`config.mk`:
```
export PLATFORM = sky130hd
export DESIGN_NAME = floatmul_pipe
export DESIGN_NICKNAME = d
export VERILOG_FILES = /design/src/rtl/floatmul_pipe.sv
export SDC_FILE = /design/constraint.sdc
export NUM_CORES = 2
export LEC_CHECK = 0
export BUFFER_PORTS_ARGS = -buffer_cell sky130_fd_sc_hd__buf_4
export CAP_MARGIN = 5
export CELL_PAD_IN_SITES_DETAIL_PLACEMENT = 0
export CELL_PAD_IN_SITES_GLOBAL_PLACEMENT = 1
export CORE_MARGIN = 3
export CORE_UTILIZATION = 51
export DETAILED_ROUTE_END_ITERATION = 7
export PLACE_DENSITY_LB_ADDON = 0.15
export SLEW_MARGIN = 30
export SYNTH_ARGS = -nofsm -noshare
export SYNTH_HDL_FRONTEND = slang
export SYNTH_SLANG_ARGS = --single-unit
```
`constraint.sdc`:
```
create_clock -name clk -period 8.45 [get_ports clk]
set_input_delay 0.4225 -clock clk [delete_from_list [all_inputs] [get_ports clk]]
set_output_delay 0.4225 -clock clk [all_outputs]
set_load 0.005 [all_outputs]
```
`src/rtl/floatmul_pipe.sv`:
```
// floatmul_pipe: fully pipelined floating-point multiplier.
// Joins operand streams a and b, issues one product per cycle on stream o.
// Round-to-nearest-even; denormal inputs are treated as signed zero.
// Define FLOATMUL_FLAGS_EN to add the o_flags {invalid, overflow, underflow, inexact} port.
module floatmul_pipe #(
  parameter  int EXP_W   = 8,
  parameter  int MAN_W   = 23,
  parameter  int LATENCY = 3,
  localparam int DATA_W  = 1 + EXP_W + MAN_W
) (
  input  logic              clk,
  input  logic              rst,
  output logic              busy,
  input  logic              a_valid,
  input  logic [DATA_W-1:0] a_data,
  output logic              a_ready,
  input  logic              b_valid,
  input  logic [DATA_W-1:0] b_data,
  output logic              b_ready,
  output logic              o_valid,
  input  logic              o_ready,
  output logic [DATA_W-1:0] o_data
`ifdef FLOATMUL_FLAGS_EN
  ,
  output logic [3:0]        o_flags
`endif
);

  localparam int PW      = 2 * MAN_W + 2;           // full significand product width
  localparam int XW      = EXP_W + 2;               // two's-complement working exponent
  localparam int BIAS    = (1 << (EXP_W - 1)) - 1;
  localparam int EXP_MAX = (1 << EXP_W) - 1;
  localparam int LS      = LATENCY - 2;             // last retiming stage, feeds the output stage

  typedef enum logic [1:0] {SP_NORM, SP_NAN, SP_INF, SP_ZERO} spec_t;

  // Handshake: stage k may load when any stage from k to the end has a hole,
  // or when the output is being drained this cycle.
  logic [LATENCY-1:0] r_v, w_en, w_v_next;
  logic               w_fire;

  assign w_fire  = a_valid & b_valid & w_en[0];
  assign a_ready = w_en[0] & b_valid;
  assign b_ready = w_en[0] & a_valid;
  assign o_valid = r_v[LATENCY-1];
  assign busy    = |r_v;

  genvar gi;
  generate
    for (gi = 0; gi < LATENCY; gi++) begin : g_ctl
      assign w_en[gi] = o_ready | ~(&r_v[LATENCY-1:gi]);
      if (gi == 0) begin : g_first
        assign w_v_next[gi] = w_en[gi] ? w_fire : r_v[gi];
      end else begin : g_rest
        assign w_v_next[gi] = w_en[gi] ? r_v[gi-1] : r_v[gi];
      end
    end
  endgenerate

  // Stage valid bits; reset drops everything in flight.
  always_ff @(posedge clk) begin
    if (rst) r_v <= '0;
    else     r_v <= w_v_next;
  end

  // Operand unpack and special-case classification.
  logic              w_sa, w_sb;
  logic [EXP_W-1:0]  w_ea, w_eb;
  logic [MAN_W-1:0]  w_ma, w_mb;
  logic              w_a_nan, w_b_nan, w_a_inf, w_b_inf, w_a_zero, w_b_zero;
  spec_t             w_spec0;
  logic [XW-1:0]     w_exp0;
  logic [PW-1:0]     w_prod0;

  assign {w_sa, w_ea, w_ma} = a_data;
  assign {w_sb, w_eb, w_mb} = b_data;
  assign w_a_zero = ~|w_ea;
  assign w_b_zero = ~|w_eb;
  assign w_a_nan  = (&w_ea) & (|w_ma);
  assign w_b_nan  = (&w_eb) & (|w_mb);
  assign w_a_inf  = (&w_ea) & ~(|w_ma);
  assign w_b_inf  = (&w_eb) & ~(|w_mb);
  assign w_exp0   = XW'(w_ea) + XW'(w_eb) - XW'(BIAS);
  assign w_prod0  = PW'({1'b1, w_ma}) * PW'({1'b1, w_mb});

  // Special-case priority: NaN, Inf x 0, Inf, zero.
  always_comb begin
    w_spec0 = SP_NORM;
    if (w_a_nan | w_b_nan)                                w_spec0 = SP_NAN;
    else if ((w_a_inf & w_b_zero) | (w_a_zero & w_b_inf)) w_spec0 = SP_NAN;
    else if (w_a_inf | w_b_inf)                           w_spec0 = SP_INF;
    else if (w_a_zero | w_b_zero)                         w_spec0 = SP_ZERO;
  end

  // First stage captures the raw product; later ones are pure retiming.
  logic              r_sign [LATENCY-1];
  logic [XW-1:0]     r_exp  [LATENCY-1];
  logic [PW-1:0]     r_prod [LATENCY-1];
  spec_t             r_spec [LATENCY-1];

  // Intermediate payload registers, stalled by their stage enables.
  always_ff @(posedge clk) begin
    if (w_en[0]) begin
      r_sign[0] <= w_sa ^ w_sb;
      r_exp[0]  <= w_exp0;
      r_prod[0] <= w_prod0;
      r_spec[0] <= w_spec0;
    end
    for (int k = 1; k < LATENCY - 1; k++) begin
      if (w_en[k]) begin
        r_sign[k] <= r_sign[k-1];
        r_exp[k]  <= r_exp[k-1];
        r_prod[k] <= r_prod[k-1];
        r_spec[k] <= r_spec[k-1];
      end
    end
  end

  // Normalise, round to nearest even, range-check and pack.
  logic [PW-2:0]     w_norm;
  logic [XW-1:0]     w_exp_n, w_exp_r;
  logic [MAN_W-1:0]  w_mant;
  logic              w_g, w_r, w_s, w_up, w_ovf, w_unf;
  logic [MAN_W:0]    w_mant_r;
  logic [DATA_W-1:0] w_data_f;

  always_comb begin
    // A product >= 2 has its leading one in the top bit; otherwise shift it up.
    w_norm   = r_prod[LS][PW-1] ? r_prod[LS][PW-2:0] : {r_prod[LS][PW-3:0], 1'b0};
    w_exp_n  = r_exp[LS] + XW'(r_prod[LS][PW-1]);
    w_mant   = w_norm[PW-2 -: MAN_W];
    w_g      = w_norm[MAN_W];
    w_r      = w_norm[MAN_W-1];
    w_s      = |w_norm[MAN_W-2:0];
    w_up     = w_g & (w_r | w_s | w_mant[0]);
    w_mant_r = {1'b0, w_mant} + (MAN_W+1)'(w_up);
    // Carry out of the mantissa leaves the field all-zero; only the exponent moves.
    w_exp_r  = w_exp_n + XW'(w_mant_r[MAN_W]);
    w_unf    = w_exp_r[XW-1] | (w_exp_r == '0);
    w_ovf    = ~w_exp_r[XW-1] & (w_exp_r >= XW'(EXP_MAX));
    w_data_f = {r_sign[LS], w_exp_r[EXP_W-1:0], w_mant_r[MAN_W-1:0]};
    case (r_spec[LS])
      SP_NAN:  w_data_f = {1'b0, {EXP_W{1'b1}}, 1'b1, {(MAN_W-1){1'b0}}};
      SP_INF:  w_data_f = {r_sign[LS], {EXP_W{1'b1}}, {MAN_W{1'b0}}};
      SP_ZERO: w_data_f = {r_sign[LS], {(EXP_W+MAN_W){1'b0}}};
      default: begin
        if (w_ovf)      w_data_f = {r_sign[LS], {EXP_W{1'b1}}, {MAN_W{1'b0}}};
        else if (w_unf) w_data_f = {r_sign[LS], {(EXP_W+MAN_W){1'b0}}};
      end
    endcase
  end

  // Output register: holds while the consumer stalls.
  always_ff @(posedge clk) begin
    if (rst)                    o_data <= '0;
    else if (w_en[LATENCY-1])   o_data <= w_data_f;
  end

`ifdef FLOATMUL_FLAGS_EN
  logic [3:0] w_flags;

  // Exception flags; a normal x normal product is never zero, so flushed results are inexact.
  always_comb begin
    w_flags = 4'b0000;
    if (r_spec[LS] == SP_NAN) w_flags = 4'b1000;
    else if (r_spec[LS] == SP_NORM) begin
      if (w_ovf)      w_flags = 4'b0101;
      else if (w_unf) w_flags = 4'b0011;
      else            w_flags = {3'b000, w_g | w_r | w_s};
    end
  end

  // Flags travel with o_data and stall with it.
  always_ff @(posedge clk) begin
    if (rst)                    o_flags <= '0;
    else if (w_en[LATENCY-1])   o_flags <= w_flags;
  end
`endif

endmodule
```
==> results.toml <==
[drt]
wl_um = 68300
drtAntennaViolNets = 0
drt_iter0_markers = 1233
drc = 0
vias = 18200
viasPerCell = 5.39
wl_per_cell_um = 20.2
dr.pass1.iters = 5

[yosys]
netlist_instances = 2690
yosys-top-cells-count = "599 x inv_1, 484 x fa_1, 332 x nand2_1"
synth_area_leaders = "fa_1 38%, edfxtp_1 14%, ha_1 9.5%, inv_1 8.7%, and2_1 6.2%"
yosysWarnings = 0
ys_seq_area_share_pct = 17.0
synth_most_common_cell = "inv_1"
synthesis.nets = 3438
ys.flop_type = "edfxtp_1"
synth_edf_count = 122
ys_types = 78
synth_area_sq_um = 25700
synth_top_area_share_pct = 37.7
avgSynthCellArea_sq_um = 9.56
yosysTopAreaCell = "fa_1"
ys_async_sr_fraction_pct = 0
ys_ff_latch = 157

[global_routing]
grt_pass1_vias = 19500
grt_max_degree = 65
grt_usage_pct = 26.6
grt_overflow_total = 0
antenna_found_initial = 1
grt_pass1_wl_um = 109000

[clock_tree]
clockBufferDepth = 2
cts_root_buffer = "clkbuf_16"
post_cts_resized = 0
clkSinkCount = 157
cts.htree.levels = 4
cts_tree = "built"
insertion_delay_ps = 420
post_cts_buffers = 0
numCtsBuffers = 17
holdBufCountCts = 0
clk_pin_slew_ps = 60

[sta]
clock.fmax_ghz = 0.140
period_minus_slack_ps = 7160
max-slew-margin-rel_pct = 44.5
tns_ps = 0
clock_skew_ps = 7.07
post-route-period-util_pct = 84.8
worst_pin_slew_ps = 832
finalSetupViolations = 0
finalMaxSlewViolations = 0
rsz0062_at_grt = "no"
hold_viol_final = 0

[placed_design]
gp_congestion = 0.948
portBuffers = 104
dpl.hpwl_um = 53200
post-place-cells = 3344

[critical_path]
crit_required_ps = 8620
regToRegSetupSlack_ps = 2700
worst-path-max-fanout = 18
crit_arrival_ps = 7330
cp-start-kind = "input pin"
crit_type = "input pin to register"
crit_path_end_kind = "register"

[run]
maxCapViolCount = 0

[floorplanning]
die_w_um = 231
ios = 105
row_count = 81
design.die.area_sq_um = 53100
coreArea_sq_um = 49400
die_h_um = 231
start_util_pct = 52.1

[min_path]
hold_path.class = "input pin to register"

[status]
status = "finished, final reports clean"

[final_layout]
nNetsFinal = 3447
stdcell_count = 3376
postLayoutCoreUtil_pct = 55.7
drive_above_1_share_pct = 6.34
area_growth_pct = 6.95
==> metal layers <==
metal | part of all wire (%) | GRT usage [%] | up-vias
met5 | 0 | 0 | -
met1 | 42 | 35.8 | 9225
met3 | 7.4 | 4.75 | 115
met4 | 2.7 | 7.85 | 0
li1 | - | - | 8213
met2 | 48 | 44.3 | 651
==> final timing paths <==
| check | from | endpoint | depth (start not counted) |
|---|---|---|---|
| hold / removal | b_valid | r_v[0] | 3 |
| setup reg to reg | r_prod[0][95] | o_data[4] | 24 |
| setup / recovery | b_data[8] | r_prod[0][46] | 24 |
| hold reg to reg | r_prod[0][22] | r_prod[0][70] | 0 |
==> state kept, by name, summed over array words and instances, names as in the netlist <==
name and cells:
r_spec 4, r_v 3, r_exp 20, r_prod 96, o_data 32, r_sign 2
==> cell usage in the layout, fill, tap and decap left out, types with 5 or more instances in the layout <==
master / count
o21ai_0: 29
nand2_1: 331
nor2_1: 88
nand4_1: 19
mux2i_1: 14
nand2b_1: 7
clkinv_1: 5
a21o_1: 16
a22o_1: 21
a21oi_1: 66
a31oi_1: 12
fa_1: 484
nor3_1: 12
nor4_1: 20
or4_1: 6
and2_1: 254
inv_1: 599
o21ai_1: 8
buf_4: 108
mux2_2: 5
o31ai_1: 5
o21bai_1: 9
ha_1: 195
clkbuf_16: 17
and3_1: 13
dfxtp_1: 35
nor2b_1: 14
xnor2_1: 50
nand3_1: 23
xor2_1: 33
edfxtp_1: 122
==> area by class of cell <==
class | count | area, sq um
repair buffers | 108 | 811
well taps | 664 | 831
fillers | 4444 | 21900
multi-input cells | 1813 | 18600
diodes | 1 | 2.50
clock buffers | 17 | 425
inverters | 602 | 2260
flip-flops and latches | 157 | 4360
clock inverters | 14 | 193
==> cells by family after synthesis <==
logic type	after synthesis	synth area share [%]
AOI/OAI and AO/OA	212	5.53
xor gates and xnor gates	84	2.89
adders and majority gates	679	47.2
buffers and inverters	720	10.7
DFF	157	17.0
muxes	20	0.808
and+or+nand+nor	818	15.9
==> metrics by stage <==
stage,hold WS [ps],setup WS (ps),instance area [sq um]
floorplan,400,1650,25700
finish,263,1290,27500
global route,263,941,27500
detailed placement,405,820,26900
CTS,235,1260,27500
global placement,401,880,26900
==> worst max-delay path: stages <==
cell and delay (ps):
buf_4 230, clkinv_1 380, nor2_1 260, fa_1 460
fa_1 520, inv_1 50, fa_1 470, inv_1 50
fa_1 430, fa_1 490, fa_1 580, inv_1 70
fa_1 470, inv_1 40, ha_1 360, a21oi_1 260
o21ai_0 150, a31oi_1 310, nor3b_1 110, o31ai_1 380
a31oi_1 200, a221oi_2 340, o21ai_1 130, xor2_1 150
Power is not shown: default switching activity piles up to over one toggle a cycle in this logic, so the estimate is an artifact.
